[src/rtl/apb_pkg.sv]
// Shared definitions for the multi-slave APB master: FSM state encoding
// and the PENABLE levels that distinguish the two APB transfer phases.
package apb_pkg;

    typedef enum logic [1:0] {
        ST_IDLE   = 2'd0,
        ST_SETUP  = 2'd1,
        ST_ACCESS = 2'd2,
        ST_RESP   = 2'd3
    } apb_state_e;

    // PENABLE level during each APB phase
    localparam logic PHASE_SETUP  = 1'b0;
    localparam logic PHASE_ACCESS = 1'b1;

endpackage

[src/rtl/apb_master_nslv_if.sv]
// User request/response handshake plus the shared APB bus towards NSLV slaves.
// The master modport is the APB master's view; slave is the environment's view.
interface apb_master_nslv_if #(
    parameter int ADDR_W = 9,
    parameter int DATA_W = 8,
    parameter int NSLV   = 3
) ();

    // user request / response side
    logic                   req_valid;
    logic                   req_ready;
    logic                   req_write;
    logic [ADDR_W-1:0]      req_addr;
    logic [DATA_W-1:0]      req_wdata;
    logic                   rsp_valid;
    logic [DATA_W-1:0]      rsp_rdata;
    logic                   rsp_err;

    // APB side
    logic [NSLV-1:0]        PSEL;
    logic                   PENABLE;
    logic                   PWRITE;
    logic [ADDR_W-1:0]      PADDR;
    logic [DATA_W-1:0]      PWDATA;
    logic [NSLV-1:0]        PREADY;
    logic [NSLV-1:0]        PSLVERR;
    logic [NSLV*DATA_W-1:0] PRDATA;

    modport master (
        input  req_valid, req_write, req_addr, req_wdata,
        input  PREADY, PSLVERR, PRDATA,
        output req_ready, rsp_valid, rsp_rdata, rsp_err,
        output PSEL, PENABLE, PWRITE, PADDR, PWDATA
    );

    modport slave (
        output req_valid, req_write, req_addr, req_wdata,
        output PREADY, PSLVERR, PRDATA,
        input  req_ready, rsp_valid, rsp_rdata, rsp_err,
        input  PSEL, PENABLE, PWRITE, PADDR, PWDATA
    );

endinterface

[src/rtl/apb_addr_decode.sv]
// Slave index decoder: turns the top address bits into a one-hot select
// and flags indices that do not correspond to an implemented slave.
module apb_addr_decode #(
    parameter int NSLV  = 3,
    parameter int IDX_W = 2
) (
    input  logic [IDX_W-1:0] idx_i,
    output logic [NSLV-1:0]  sel_o,
    output logic             dec_err_o
);

    logic [31:0] idx_ext;

    assign idx_ext = 32'(idx_i);

    generate
        for (genvar gi = 0; gi < NSLV; gi++) begin : g_sel
            assign sel_o[gi] = (idx_ext == 32'(gi));
        end
    endgenerate

    // an out-of-range index selects nothing and is reported instead
    assign dec_err_o = (idx_ext >= 32'(NSLV));

endmodule

[src/rtl/apb_master_nslv.sv]
// APB master fanning out to NSLV slaves. One user request at a time is turned
// into a SETUP/ACCESS transfer to the slave chosen by the top address bits,
// with an optional ACCESS wait timeout. Every output comes straight from a flop.
module apb_master_nslv
    import apb_pkg::*;
#(
    parameter int ADDR_W  = 9,
    parameter int DATA_W  = 8,
    parameter int NSLV    = 3,
    parameter int IDX_W   = 2,
    parameter int TIMEOUT = 16
) (
    input  logic          PCLK,
    input  logic          PRESETn,
    apb_master_nslv_if.master bus
);

    // wait counter must be able to hold TIMEOUT itself
    localparam int CNT_W = (TIMEOUT > 0) ? $clog2(TIMEOUT + 1) : 1;
    localparam logic [CNT_W-1:0] CNT_MAX   = '1;
    localparam logic [CNT_W-1:0] CNT_LIMIT = CNT_W'(TIMEOUT);

    apb_state_e        state_q, state_d;
    logic [NSLV-1:0]   psel_q, psel_d;
    logic              penable_q, penable_d;
    logic              pwrite_q, pwrite_d;
    logic [ADDR_W-1:0] paddr_q, paddr_d;
    logic [DATA_W-1:0] pwdata_q, pwdata_d;
    logic [CNT_W-1:0]  cnt_q, cnt_d;
    logic              rsp_valid_q, rsp_valid_d;
    logic              rsp_err_q, rsp_err_d;
    logic [DATA_W-1:0] rsp_rdata_q, rsp_rdata_d;
    logic              req_ready_q, req_ready_d;

    logic [NSLV-1:0]   dec_sel;
    logic              dec_err;
    logic              pready_sel;
    logic              pslverr_sel;
    logic [DATA_W-1:0] prdata_part [NSLV];
    logic [DATA_W-1:0] prdata_sel;
    logic [CNT_W-1:0]  cnt_inc;
    logic              timeout_hit;
    logic              accept;

    apb_addr_decode #(
        .NSLV  (NSLV),
        .IDX_W (IDX_W)
    ) u_decode (
        .idx_i     (bus.req_addr[ADDR_W-1 -: IDX_W]),
        .sel_o     (dec_sel),
        .dec_err_o (dec_err)
    );

    // Responses are gated by the registered one-hot select, so only the
    // slave currently being addressed can influence the master.
    assign pready_sel  = |(bus.PREADY  & psel_q);
    assign pslverr_sel = |(bus.PSLVERR & psel_q);

    generate
        for (genvar gi = 0; gi < NSLV; gi++) begin : g_rdata
            assign prdata_part[gi] = bus.PRDATA[gi*DATA_W +: DATA_W] & {DATA_W{psel_q[gi]}};
        end
    endgenerate

    // OR the masked per-slave read data into the selected slave's word
    always_comb begin
        prdata_sel = '0;
        for (int i = 0; i < NSLV; i++) begin
            prdata_sel = prdata_sel | prdata_part[i];
        end
    end

    // saturating increment so the counter never wraps, even with no timeout
    assign cnt_inc     = (cnt_q == CNT_MAX) ? cnt_q : cnt_q + 1'b1;
    assign timeout_hit = (TIMEOUT > 0) && (cnt_inc == CNT_LIMIT);
    assign accept      = bus.req_valid && req_ready_q;

    // next-state and next-output logic; everything holds unless changed
    always_comb begin
        state_d     = state_q;
        psel_d      = psel_q;
        penable_d   = penable_q;
        pwrite_d    = pwrite_q;
        paddr_d     = paddr_q;
        pwdata_d    = pwdata_q;
        cnt_d       = cnt_q;
        rsp_err_d   = rsp_err_q;
        rsp_rdata_d = rsp_rdata_q;

        case (state_q)
            ST_IDLE: begin
                if (accept) begin
                    pwrite_d = bus.req_write;
                    paddr_d  = bus.req_addr;
                    pwdata_d = bus.req_wdata;
                    if (dec_err) begin
                        // no such slave: answer immediately without touching the bus
                        state_d     = ST_RESP;
                        rsp_err_d   = 1'b1;
                        rsp_rdata_d = '0;
                    end else begin
                        state_d   = ST_SETUP;
                        psel_d    = dec_sel;
                        penable_d = PHASE_SETUP;
                        cnt_d     = '0;
                    end
                end
            end
            ST_SETUP: begin
                state_d   = ST_ACCESS;
                penable_d = PHASE_ACCESS;
            end
            ST_ACCESS: begin
                if (pready_sel) begin
                    // a ready slave wins even on the cycle the timeout would fire
                    state_d     = ST_RESP;
                    psel_d      = '0;
                    penable_d   = 1'b0;
                    rsp_err_d   = pslverr_sel;
                    rsp_rdata_d = (pwrite_q || pslverr_sel) ? '0 : prdata_sel;
                end else begin
                    cnt_d = cnt_inc;
                    if (timeout_hit) begin
                        state_d     = ST_RESP;
                        psel_d      = '0;
                        penable_d   = 1'b0;
                        rsp_err_d   = 1'b1;
                        rsp_rdata_d = '0;
                    end
                end
            end
            ST_RESP: begin
                state_d = ST_IDLE;
            end
            default: begin
                state_d = ST_IDLE;
            end
        endcase

        rsp_valid_d = (state_d == ST_RESP);
        req_ready_d = (state_d == ST_IDLE);
    end

    // state and output registers with asynchronous reset
    always_ff @(posedge PCLK or negedge PRESETn) begin
        if (!PRESETn) begin
            state_q     <= ST_IDLE;
            psel_q      <= '0;
            penable_q   <= 1'b0;
            pwrite_q    <= 1'b0;
            paddr_q     <= '0;
            pwdata_q    <= '0;
            cnt_q       <= '0;
            rsp_valid_q <= 1'b0;
            rsp_err_q   <= 1'b0;
            rsp_rdata_q <= '0;
            req_ready_q <= 1'b0;
        end else begin
            state_q     <= state_d;
            psel_q      <= psel_d;
            penable_q   <= penable_d;
            pwrite_q    <= pwrite_d;
            paddr_q     <= paddr_d;
            pwdata_q    <= pwdata_d;
            cnt_q       <= cnt_d;
            rsp_valid_q <= rsp_valid_d;
            rsp_err_q   <= rsp_err_d;
            rsp_rdata_q <= rsp_rdata_d;
            req_ready_q <= req_ready_d;
        end
    end

    assign bus.req_ready = req_ready_q;
    assign bus.rsp_valid = rsp_valid_q;
    assign bus.rsp_err   = rsp_err_q;
    assign bus.rsp_rdata = rsp_rdata_q;
    assign bus.PSEL      = psel_q;
    assign bus.PENABLE   = penable_q;
    assign bus.PWRITE    = pwrite_q;
    assign bus.PADDR     = paddr_q;
    assign bus.PWDATA    = pwdata_q;

endmodule

[src/flat_wrapper.sv]
// flat-port wrapper written by rule: the top's interface ports become plain ports
module apb_master_nslv_flat import apb_pkg::*;
#(
    parameter int ADDR_W  = 9,
    parameter int DATA_W  = 8,
    parameter int NSLV    = 3,
    parameter int IDX_W   = 2,
    parameter int TIMEOUT = 16
)
  (PCLK, PRESETn, bus_req_valid, bus_req_write, bus_req_addr, bus_req_wdata, bus_PREADY, bus_PSLVERR, bus_PRDATA, bus_req_ready, bus_rsp_valid, bus_rsp_rdata, bus_rsp_err, bus_PSEL, bus_PENABLE, bus_PWRITE, bus_PADDR, bus_PWDATA);
  apb_master_nslv_if #(.ADDR_W(ADDR_W), .DATA_W(DATA_W), .NSLV(NSLV)) bus_i ();
  input  logic PCLK;
  input  logic PRESETn;
  input wire logic [$bits(bus_i.req_valid)-1:0] bus_req_valid;
  input wire logic [$bits(bus_i.req_write)-1:0] bus_req_write;
  input wire logic [$bits(bus_i.req_addr)-1:0] bus_req_addr;
  input wire logic [$bits(bus_i.req_wdata)-1:0] bus_req_wdata;
  input wire logic [$bits(bus_i.PREADY)-1:0] bus_PREADY;
  input wire logic [$bits(bus_i.PSLVERR)-1:0] bus_PSLVERR;
  input wire logic [$bits(bus_i.PRDATA)-1:0] bus_PRDATA;
  output wire logic [$bits(bus_i.req_ready)-1:0] bus_req_ready;
  output wire logic [$bits(bus_i.rsp_valid)-1:0] bus_rsp_valid;
  output wire logic [$bits(bus_i.rsp_rdata)-1:0] bus_rsp_rdata;
  output wire logic [$bits(bus_i.rsp_err)-1:0] bus_rsp_err;
  output wire logic [$bits(bus_i.PSEL)-1:0] bus_PSEL;
  output wire logic [$bits(bus_i.PENABLE)-1:0] bus_PENABLE;
  output wire logic [$bits(bus_i.PWRITE)-1:0] bus_PWRITE;
  output wire logic [$bits(bus_i.PADDR)-1:0] bus_PADDR;
  output wire logic [$bits(bus_i.PWDATA)-1:0] bus_PWDATA;
  assign bus_i.req_valid = bus_req_valid;
  assign bus_i.req_write = bus_req_write;
  assign bus_i.req_addr = bus_req_addr;
  assign bus_i.req_wdata = bus_req_wdata;
  assign bus_i.PREADY = bus_PREADY;
  assign bus_i.PSLVERR = bus_PSLVERR;
  assign bus_i.PRDATA = bus_PRDATA;
  assign bus_req_ready = bus_i.req_ready;
  assign bus_rsp_valid = bus_i.rsp_valid;
  assign bus_rsp_rdata = bus_i.rsp_rdata;
  assign bus_rsp_err = bus_i.rsp_err;
  assign bus_PSEL = bus_i.PSEL;
  assign bus_PENABLE = bus_i.PENABLE;
  assign bus_PWRITE = bus_i.PWRITE;
  assign bus_PADDR = bus_i.PADDR;
  assign bus_PWDATA = bus_i.PWDATA;
  apb_master_nslv #(.ADDR_W(ADDR_W), .DATA_W(DATA_W), .NSLV(NSLV), .IDX_W(IDX_W), .TIMEOUT(TIMEOUT)) u_core (.PCLK(PCLK), .PRESETn(PRESETn), .bus(bus_i));
endmodule
[config.mk]
export PLATFORM = sky130hd
export DESIGN_NAME = apb_master_nslv_flat
export DESIGN_NICKNAME = d
export VERILOG_FILES = /design/src/rtl/apb_pkg.sv /design/src/rtl/apb_master_nslv_if.sv /design/src/rtl/apb_addr_decode.sv /design/src/rtl/apb_master_nslv.sv /design/src/flat_wrapper.sv
export SDC_FILE = /design/constraint.sdc
export NUM_CORES = 1
export LEC_CHECK = 0
export CORE_MARGIN = 5
export CORE_UTILIZATION = 30
export DETAILED_ROUTE_END_ITERATION = 6
export GPL_TIMING_DRIVEN = 0
export PLACE_DENSITY_LB_ADDON = 0.08
export SLEW_MARGIN = 5
export SYNTH_ARGS = -nofsm -noshare
export SYNTH_HDL_FRONTEND = slang
export SYNTH_SLANG_ARGS = --single-unit
[constraint.sdc]
create_clock -name PCLK -period 3.6 [get_ports PCLK]
set_input_delay 0.54 -clock PCLK [delete_from_list [all_inputs] [get_ports PCLK]]
set_output_delay 0.54 -clock PCLK [all_outputs]
set_load 0.01 [all_outputs]
# Word level (Yosys, flattened, before mapping)
# Index checks and enable logic that the tools add are counted.
# Widths: inputs -> output; s select.
[word_totals]
ff_bits = 40
out_inout_bits = 33
wordCells = 78
[classes]
add_sub_neg = 1
order_cmp = 1
eq_ne = 13
muxes = 31
bitwise_logic = 7
n_reduce_logical = 14
[op_table]
columns = ["operator", "n"]
rows = [
  ["$mux 8", 5],
  ["$logic_not 32->1", 1],
  ["$and 8x8->8", 3],
  ["$mux 5", 4],
  ["$or 8x8->8", 2],
  ["$pmux 8 s2", 1],
  ["$reduce_and 4->1", 4],
  ["$mux 3", 4],
  ["$eq 5x5->1 const B", 2],
  ["$pmux 5 s2", 1],
  ["$eq 2x2->1 const B", 4],
  ["$mux 1", 8],
  ["$mux 2", 4],
  ["$pmux 2 s4", 1],
  ["$and 3x3->3", 2],
  ["$pmux 3 s2", 1],
  ["$reduce_or 3->1", 2],
  ["$add 5x1->5 const B", 1],
  ["$eq 2x1->1 const B", 2],
  ["$logic_not 2->1", 2],
  ["$ne 2x1->1 const B", 2],
  ["$ne 2x2->1 const B", 2],
  ["$ne 3x1->1 const B", 1],
  ["$pmux 1 s3", 1],
  ["other kinds (7)", 7],
]

# Logic depth before layout (Yosys ltp)
# Gate-level depths: netlist of the first run.
[logic_depth]
ltp_word = 7
ltp_mapped = 8

# Cells and area by module
# From an unflattened synthesis of the first run, not the netlist that was laid out.
[unflattened]
cells_unflattened = 167
area_unflattened_um2 = 1960.6
[by_module_without_submodules]
columns = ["module", "instances", "cells_per_inst", "area_each_um2"]
rows = [
  ["apb_master_nslv", 1, 163, 1934.4],
  ["apb_addr_decode", 1, 4, 26.3],
]

# Worst setup path after synthesis of the first run
# No wires, ideal clock.
[synth_path]
path_kind = "flip-flop to flip-flop"
from = "register u_core.cnt_q[0]"
to = "register u_core.rsp_err_q (netlist: u_core.bus.rsp_err)"
setup_time_ps = 125
t_arrival_ps = 2169
slack_ps = 1306
path_stages_with_launch = 7
n_path_buf = 0
path_cell_list = "dfrtp_1 -> ha_1 -> a21boi_0 -> a41oi_1 -> or4b_4 -> a31oi_4 -> mux2_2"
[synth_between]
elab_chain_len = 5
word_cells_on_any_way = 6
classes_between = "add/sub: 1; eq/ne: 3; mux: 1; reduce/logical: 1"
[synth_rtl]
columns = ["item", "line_no", "source"]
rows = [
  ["from (decl)", "apb_master_nslv.sv:29", "logic [CNT_W-1:0] cnt_q, cnt_d;"],
  ["from (signal assigned)", "apb_master_nslv.sv:165", "cnt_q <= cnt_d;"],
  ["$add 5x1->5 or $eq 5x5->1 (tied branches)", "apb_master_nslv.sv:74", "assign cnt_inc = (cnt_q == CNT_MAX) ? cnt_q : cnt_q + 1'b1;"],
  ["$mux 5 *", "apb_master_nslv.sv:74", ""],
  ["$eq 5x5->1 *", "apb_master_nslv.sv:75", "assign timeout_hit = (TIMEOUT > 0) && (cnt_inc == CNT_LIMIT);"],
  ["$ne 3x1->1 (no line) *", "n/a", ""],
  ["$reduce_and 4->1 (no line) *", "n/a", ""],
  ["to (signal assigned)", "apb_master_nslv.sv:167", "rsp_err_q <= rsp_err_d;"],
  ["to (decl)", "apb_master_nslv.sv:31", "logic rsp_err_q, rsp_err_d;"],
]
# Every way passes the cells marked *; elsewhere a longest branch is shown, timed or not.
# A chain may end at the register's enable or synchronous reset.

# Final worst setup path of the first run
[layout_path]
from = "register u_core.cnt_q[0]"
to = "register u_core.rsp_rdata_q[4] (netlist: u_core.bus.rsp_rdata[4])"
[layout_between]
elab_chain_len = 5
word_cells_on_any_way = 6
classes_between = "add/sub: 1; eq/ne: 3; mux: 1; reduce/logical: 1"
[layout_rtl]
columns = ["item", "line_no", "source"]
rows = [
  ["$add 5x1->5 or $eq 5x5->1 (tied branches)", "apb_master_nslv.sv:74", ""],
  ["$mux 5 *", "apb_master_nslv.sv:74", ""],
  ["$eq 5x5->1 *", "apb_master_nslv.sv:75", ""],
  ["$ne 3x1->1 (no line) *", "n/a", ""],
  ["$reduce_and 4->1 (no line) *", "n/a", ""],
  ["to (signal assigned)", "apb_master_nslv.sv:168", "rsp_rdata_q <= rsp_rdata_d;"],
  ["to (decl)", "apb_master_nslv.sv:32", "logic [DATA_W-1:0] rsp_rdata_q, rsp_rdata_d;"],
]
# Marks and branches as above.

==> results of run 1 <==
[flip-flops by register name, summed over array words and instances (netlist names)]
| register | count |
|---|---|
| u_core.bus.PSEL | 3 |
| u_core.state_q | 2 |
| u_core.bus.rsp_rdata | 8 |
| u_core.bus.rsp_valid | 1 |
| u_core.bus.rsp_err | 1 |
| u_core.bus.PWDATA | 8 |
| u_core.bus.PENABLE | 1 |
| u_core.bus.PWRITE | 1 |
| u_core.cnt_q | 5 |
| u_core.bus.PADDR | 9 |
| u_core.bus.req_ready | 1 |
[worst max-delay path by stage]
stage               slack, ns                        start                                  end  cells after the start
floorplan                1.31  u_core.cnt_q[0]$_DFFE_PN0P_       u_core.bus.rsp_err$_DFFE_PN0P_                      6
global placement         0.77                bus_PREADY[0]  u_core.bus.rsp_rdata[2]$_DFFE_PN0P_                      7
detailed placement       0.77                bus_PREADY[0]  u_core.bus.rsp_rdata[2]$_DFFE_PN0P_                      7
CTS                      1.04  u_core.cnt_q[0]$_DFFE_PN0P_  u_core.bus.rsp_rdata[4]$_DFFE_PN0P_                      6
global route             0.91  u_core.cnt_q[0]$_DFFE_PN0P_  u_core.bus.rsp_rdata[4]$_DFFE_PN0P_                      6
finish                   1.06  u_core.cnt_q[0]$_DFFE_PN0P_  u_core.bus.rsp_rdata[4]$_DFFE_PN0P_                      6
[critical path, delay by kind of cell (launching register included)]
kind | cells | cell delay, ns
adders and majority gates | 1 | 0.29
muxes | 1 | 0.38
and+or+nand+nor | 1 | 0.57
AOI/OAI and AO/OA | 3 | 0.73
DFF | 1 | 0.45
[layer usage]
layer	part of all wire, %	track usage [%]	vias up
met5	0	0	-
met4	1.2	3.72	0
met3	8.5	5.50	6
met2	45	21.3	57
met1	46	15.9	808
li1	-	-	880
[synth_stat cells (all sizes together)]
cell type / count / area, um^2
o22ai: 1 / 6.26
nand2b: 1 / 6.26
nand3: 7 / 35.0
a21boi: 1 / 7.51
a21o: 2 / 15.0
a31oi: 5 / 46.3
inv: 4 / 15.0
or4b: 1 / 13.8
and3: 2 / 17.5
a21oi: 6 / 30.0
a32o: 1 / 10.0
a22o: 4 / 35.0
buf: 3 / 12.5
nand3b: 1 / 7.51
mux2: 10 / 113
o21ai: 4 / 20.0
and2: 2 / 12.5
a31o: 2 / 17.5
a41oi: 1 / 8.76
nor3: 1 / 5.00
a222oi: 10 / 100
nor2: 16 / 60.1
ha: 6 / 75.1
nor2b: 1 / 6.26
dfrtp: 40 / 1000
nand2: 58 / 218
or2: 1 / 6.26
clkbuf: 6 / 22.5
and3b: 1 / 10.0
[through the flow]
step           power, uW  utilization, %  hold WS [ns]
6_report            1970            46.9         0.147
5_1_grt             2150            46.9         0.164
4_1_cts             2010            46.9         0.150
3_5_place_dp        1700            45.5         0.464
3_3_place_gp        1700            45.3         0.457
2_1_floorplan       1240               -         0.244
[cell type report]
type	count	area (um^2)
clock inverter	3	18.8
inverter	4	15.0
fill	627	3350
timing repair buffer	84	846
clock buffer	5	68.8
multi-input combinational	145	882
buffer	9	35.0
sequential	40	1000
tap	77	96.3
[report_power, final]
| part | internal, uW | total [uW] | switching (uW) |
|---|---|---|---|
| Sequential | 598 | 698 | 99.4 |
| Combinational | 500 | 981 | 481 |
| Clock | 135 | 292 | 157 |
[cell families (layout without fill, tap and decap cells)]
group                    Yosys count  in the layout  synth area share, %
adder cells (fa/ha/maj)            6              6                 3.88
multiplexers                      10             10                 5.83
AO/OA/AOI/OAI                     37             37                 15.3
buffers and inverters             13            105                 2.59
flip-flops                        40             40                 51.8
AND/OR/NAND/NOR                   92             92                 20.6
[cell usage in the layout, fill, tap and decap left out, types with 2 or more instances in the layout]
cell / netlist / routed
and2_1: 2 / 2
o21ai_0: 4 / 4
ha_1: 6 / 6
inv_1: 4 / 4
a22o_1: 4 / 4
a21o_1: 2 / 2
a31oi_1: 4 / 4
clkbuf_8: 0 / 5
a222oi_1: 10 / 10
nand2_1: 58 / 58
nor2_1: 16 / 16
clkdlybuf4s50_1: 0 / 82
clkinv_2: 0 / 2
clkbuf_1: 6 / 6
a21oi_1: 6 / 6
buf_1: 2 / 2
a31o_2: 2 / 2
buf_2: 1 / 2
dfrtp_1: 40 / 40
nand3_1: 7 / 7
mux2_2: 10 / 10
==> impl_metrics.py, run 1 <==
metrics = {
    "outcome": {
        "status": "completed",
    },
    "floorplan": {
        "fp.coreArea_um2": 6310,
        "die_x_um": 90.3,
        "ios": 84,
        "die-area_um2": 8150,
        "num_rows": 29,
        "dieHeight_um": 90.3,
        "start_util_pct": 30.6,
    },
    "yosys": {
        "netlist_area_um2": 1930,
        "syn_nets": 255,
        "synth_area_per_cell_um2": 9.76,
        "syn_inst": 198,
        "synth-seq-area-share_pct": 51.8,
        "synth_cell_types": 32,
        "ys_ff_latch": 40,
        "synth_warnings": 0,
    },
    "placement": {
        "dp_cells": 359,
        "io_buffers": 83,
        "dp_hpwl_mm": 4.00,
        "place_ws_ns": 0.766,
        "place_area_um2": 2880,
        "place.gp.congestion": 0.783,
    },
    "critical_path": {
        "cp.arrival_ns": 2.71,
        "r2r-end": "u_core.bus.rsp_rdata[4]$_DFFE_PN0P_",
        "end_kind": "flop",
        "ff2ff_setup_slack_ns": 1.06,
        "cp_cell_sequence": "ha_1 -> a21boi_0 -> a41oi_1 -> or4b_4 -> a31oi_4 -> mux2_2",
        "criticalPathCategory": "flop to flop",
        "reg2reg_depth": 6,
        "critPathRequiredTime_ns": 3.77,
        "slowest_stage": "or4b_4",
        "critPathMaxStageDelay_ns": 0.57,
        "reg2reg_from": "u_core.cnt_q[0]$_DFFE_PN0P_",
        "cp_max_fo": 9,
        "cp-start-kind": "flop",
    },
    "clock_network": {
        "cts_setup_buffers": 0,
        "clockRootBuffer": "clkbuf_8",
        "htreeDepth": 2,
        "cts-buffers-inserted": 5,
        "hold_buffers": 0,
        "clk_path_buf_depth": 2,
        "clk_pin_slew_ns": 0.08,
        "cts_num_sinks": 40,
        "cts_tree": "yes",
        "post_cts_resized": 0,
        "clock_latency_ns": 0.29,
    },
    "grt": {
        "grt_pass1_wl_mm": 8.62,
        "track_usage_pct": 13.1,
        "grt_max_degree": 27,
        "grt_pass1_vias": 1696,
        "gr-total-overflow": 0,
        "antenna_found_initial": 0,
    },
    "layout": {
        "area_delta_synth_final_pct": 53.3,
        "antenna_cells": 0,
        "design_area_um2": 2960,
        "nets": 346,
        "stdcell_count": 367,
        "layout-drive-gt1-share_pct": 9.66,
    },
    "routing": {
        "ant_nets": 0,
        "viasPerCell": 4.77,
        "routed_wl_mm": 5.24,
        "num_vias": 1751,
        "first_pass_iters": 4,
        "drt_iter0_drc": 63,
        "drc_errors": 0,
        "wl_per_cell_um": 14.3,
    },
    "timing": {
        "final-hold-violation-count": 0,
        "drv_slew": 0,
        "rsz0062_at_grt": "no",
        "fin_crit_ns": 2.54,
        "fin_crit_sh_pct": 70.5,
        "fin_ws_ns": 1.06,
        "max_freq_ghz": 0.394,
        "tns_ns": 0,
        "relSlewSlack_pct": 29.7,
        "finalSetupViolations": 0,
        "skew_ns": 0.00946,
        "worstMarginPinSlew_ns": 1.06,
    },
    "min_path": {
        "hold_path_class": "input port to async pin",
    },
    "pwr": {
        "p_leak_uw": 0.00132,
        "pwr_density_cell_nw_per_um2": 665,
        "peakVddDrop_mv": 0.304,
    },
    "flow_run": {
        "cap_violations": 0,
    },
}
No activity file was read; power rests on OpenSTA's default activity.
==> run 2, diff against run 1 <==
clock period = 2.3 ns   (was 3.6 ns; I/O delays follow)
==> run 2 against run 1 <==
The flow now finishes with violations (setup timing). Setup slack lost 1.1 ns. Clock-buffer cell count is the same. Highest routed layer unchanged. Critical path type unchanged. Largest cell class is now buffers. Hold slack gained 0.33 ns. Die area is the same. Clock skew shrank 0.0012 ns. Register-to-register slack lost 1.1 ns. First-iteration DRC count grew 33%. Clock power grew 57%.
==> impl_metrics.py, run 2 (same netlist as run 1, synthesis figures left out) <==
metrics = {
    "outcome": {
        "status": "finished, violations left",
        "violations": "setup timing",
    },
    "clock_network": {
        "cts_num_sinks": 40,
        "htreeDepth": 2,
        "cts-buffers-inserted": 5,
        "cts_tree": "yes",
        "clk_path_buf_depth": 2,
        "clockRootBuffer": "clkbuf_8",
        "clock_latency_ns": 0.29,
        "clk_pin_slew_ns": 0.08,
    },
    "layout": {
        "mostFrequentLayoutCells": "clkdlybuf4s50_1, nand2_1, dfrtp_1",
        "area_delta_synth_final_pct": 66.2,
        "design_area_um2": 3210,
        "nets": 365,
        "antenna_cells": 0,
        "largest_reg_flops": 9,
        "final_common_cell": "clkdlybuf4s50_1",
        "layout-drive-gt1-share_pct": 16.5,
    },
    "grt": {
        "antenna_found_initial": 0,
        "met3_usage_pct": 5.67,
        "grt_max_degree": 27,
        "gr-total-overflow": 0,
        "use_met1_pct": 16.9,
        "track_usage_pct": 14.2,
        "grt_pass1_wl_mm": 9.43,
        "grt_pass1_vias": 1823,
        "grt_busiest_layer": "met2",
        "use_met2_pct": 23.7,
    },
    "pwr": {
        "p_sw_share_pct": 37.1,
        "p_leak_uw": 0.00144,
        "pwr_density_cell_nw_per_um2": 1030,
        "switching_power_uw": 1230,
        "clkPwrFrac_pct": 13.8,
        "combPwrFrac_pct": 53.3,
        "p_int_uw": 2080,
        "peakVddDrop_mv": 0.477,
        "seqPwrFrac_pct": 32.9,
    },
    "floorplan": {
        "ios": 84,
        "die-area_um2": 8150,
        "die_x_um": 90.3,
        "fp.coreArea_um2": 6310,
        "dieHeight_um": 90.3,
        "start_util_pct": 30.6,
        "num_rows": 29,
    },
    "routing": {
        "first_pass_iters": 4,
        "wl_per_cell_um": 14.8,
        "ant_nets": 0,
        "routed_wl_mm": 5.72,
        "viasPerCell": 4.84,
        "drc_errors": 0,
        "num_vias": 1867,
        "drt_iter0_drc": 84,
    },
    "timing": {
        "tns_ns": -0.347,
        "worstMarginPinSlew_ns": 0.525,
        "fin_ws_ns": -0.0519,
        "skew_ns": 0.00830,
        "fin_crit_ns": 2.35,
        "fin_crit_sh_pct": 102,
        "drv_slew": 0,
        "rsz0062_at_grt": "yes",
        "max_freq_ghz": 0.425,
        "finalSetupViolations": 10,
        "final-hold-violation-count": 0,
        "relSlewSlack_pct": 65.0,
    },
    "critical_path": {
        "critPathBufInv": 1,
        "cp_top_family": "simple AND/OR/NAND/NOR gates",
        "slowest_stage": "or4b_4",
        "critPathRequiredTime_ns": 2.48,
        "criticalPathCategory": "flop to flop",
        "cp_cell_sequence": "ha_4 -> a21boi_2 -> a41oi_2 -> or4b_4 -> a31oi_4 -> clkbuf_16 -> mux2_4",
        "critPathMaxStageDelay_ns": 0.60,
        "cp.arrival_ns": 2.53,
        "end_kind": "flop",
        "cp_max_fo": 5,
        "cp-start-kind": "flop",
    },
    "min_path": {
        "hold_path_class": "flop to flop",
    },
    "placement": {
        "dp_hpwl_mm": 4.00,
        "place_area_um2": 2880,
        "place.gp.congestion": 0.783,
        "io_buffers": 83,
        "place_ws_ns": -0.339,
    },
    "flow_run": {
        "cap_violations": 0,
    },
}
## run 2: changes by cell type in the layout (fill, tap and decap cells not counted), sizes merged
cell / delta
clkbuf: +1
dlygate4sd3: +1
buf: +17
## run 2: path summary, 6_finish.rpt
check / to / cells after the start / from / slack, ns
worst min register to register: u_core.bus.PADDR[0]$_DFFE_PN0P_ / 2 / u_core.bus.PADDR[0]$_DFFE_PN0P_ / 0.48
worst max-delay path: u_core.bus.rsp_rdata[0]$_DFFE_PN0P_ / 7 / u_core.cnt_q[0]$_DFFE_PN0P_ / -0.05
worst min-delay path: u_core.bus.PADDR[0]$_DFFE_PN0P_ / 2 / u_core.bus.PADDR[0]$_DFFE_PN0P_ / 0.48
min in group asynchronous: u_core.bus.PENABLE$_DFFE_PN0P_ / 2 / PRESETn / 0.51
max in group asynchronous: u_core.cnt_q[0]$_DFFE_PN0P_ / 3 / PRESETn / 1.32
worst max register to register: u_core.bus.rsp_rdata[0]$_DFFE_PN0P_ / 7 / u_core.cnt_q[0]$_DFFE_PN0P_ / -0.05
## run 2: per-layer routing
layer,routed length [um],share of wire (%)
met4,80,1.4
met1,2540,44
met2,2630,46
met3,476,8.3
met5,0,0
## run 2: layout make-up
type | instances | area [um^2]
multi-input cells | 145 | 945
inverters | 4 | 15.0
fillers | 604 | 3100
flip-flops and latches | 40 | 1000
well taps | 77 | 96.3
plain buffers | 9 | 35.0
clock inverters | 3 | 18.8
clock buffers | 5 | 68.8
repair buffers | 103 | 1030
## run 2: metrics by stage
stage               std cells  total power (uW)  hold WS [ns]  utilization [%]
floorplan                 198              1950        0.0494                -
global placement          358              2660         0.457             45.3
detailed placement        359              2660         0.282             45.5
CTS                       385              3360         0.484             50.3
global route              386              3600         0.499             50.9
finish                    386              3320         0.479             50.9
## run 2: power by group through the flow
stage	Combinational [uW]	Clock (uW)	Sequential [uW]
3_3_place_gp	1560	0	1100
2_1_floorplan	766	0	1180
3_5_place_dp	1560	0	1100
4_1_cts	1790	484	1090
6_report	1770	459	1090
5_1_grt	1960	517	1130
## run 2: worst register-to-register path, cell delays in order, from the launching register on
cell	delay [ns]
dfrtp_2	0.43
ha_4	0.19
a21boi_2	0.16
a41oi_2	0.14
or4b_4	0.60
a31oi_4	0.24
clkbuf_16	0.20
mux2_4	0.29
## run 2: repair_timing
item	CTS	global route
cloned	1	0
setup endpoints to repair	10	14
pin swaps	6	4
gates resized for setup	12	10
buffers inserted	16	1
hold buffers	1	0
endpoints found under the hold margin	14	0
==> run 3, diff against run 2 <==
HOLD_SLACK_MARGIN = 0.02   (was unset)
==> results of run 3 <==
No change in the layout: final DEF, timing and power equal those of run 2.
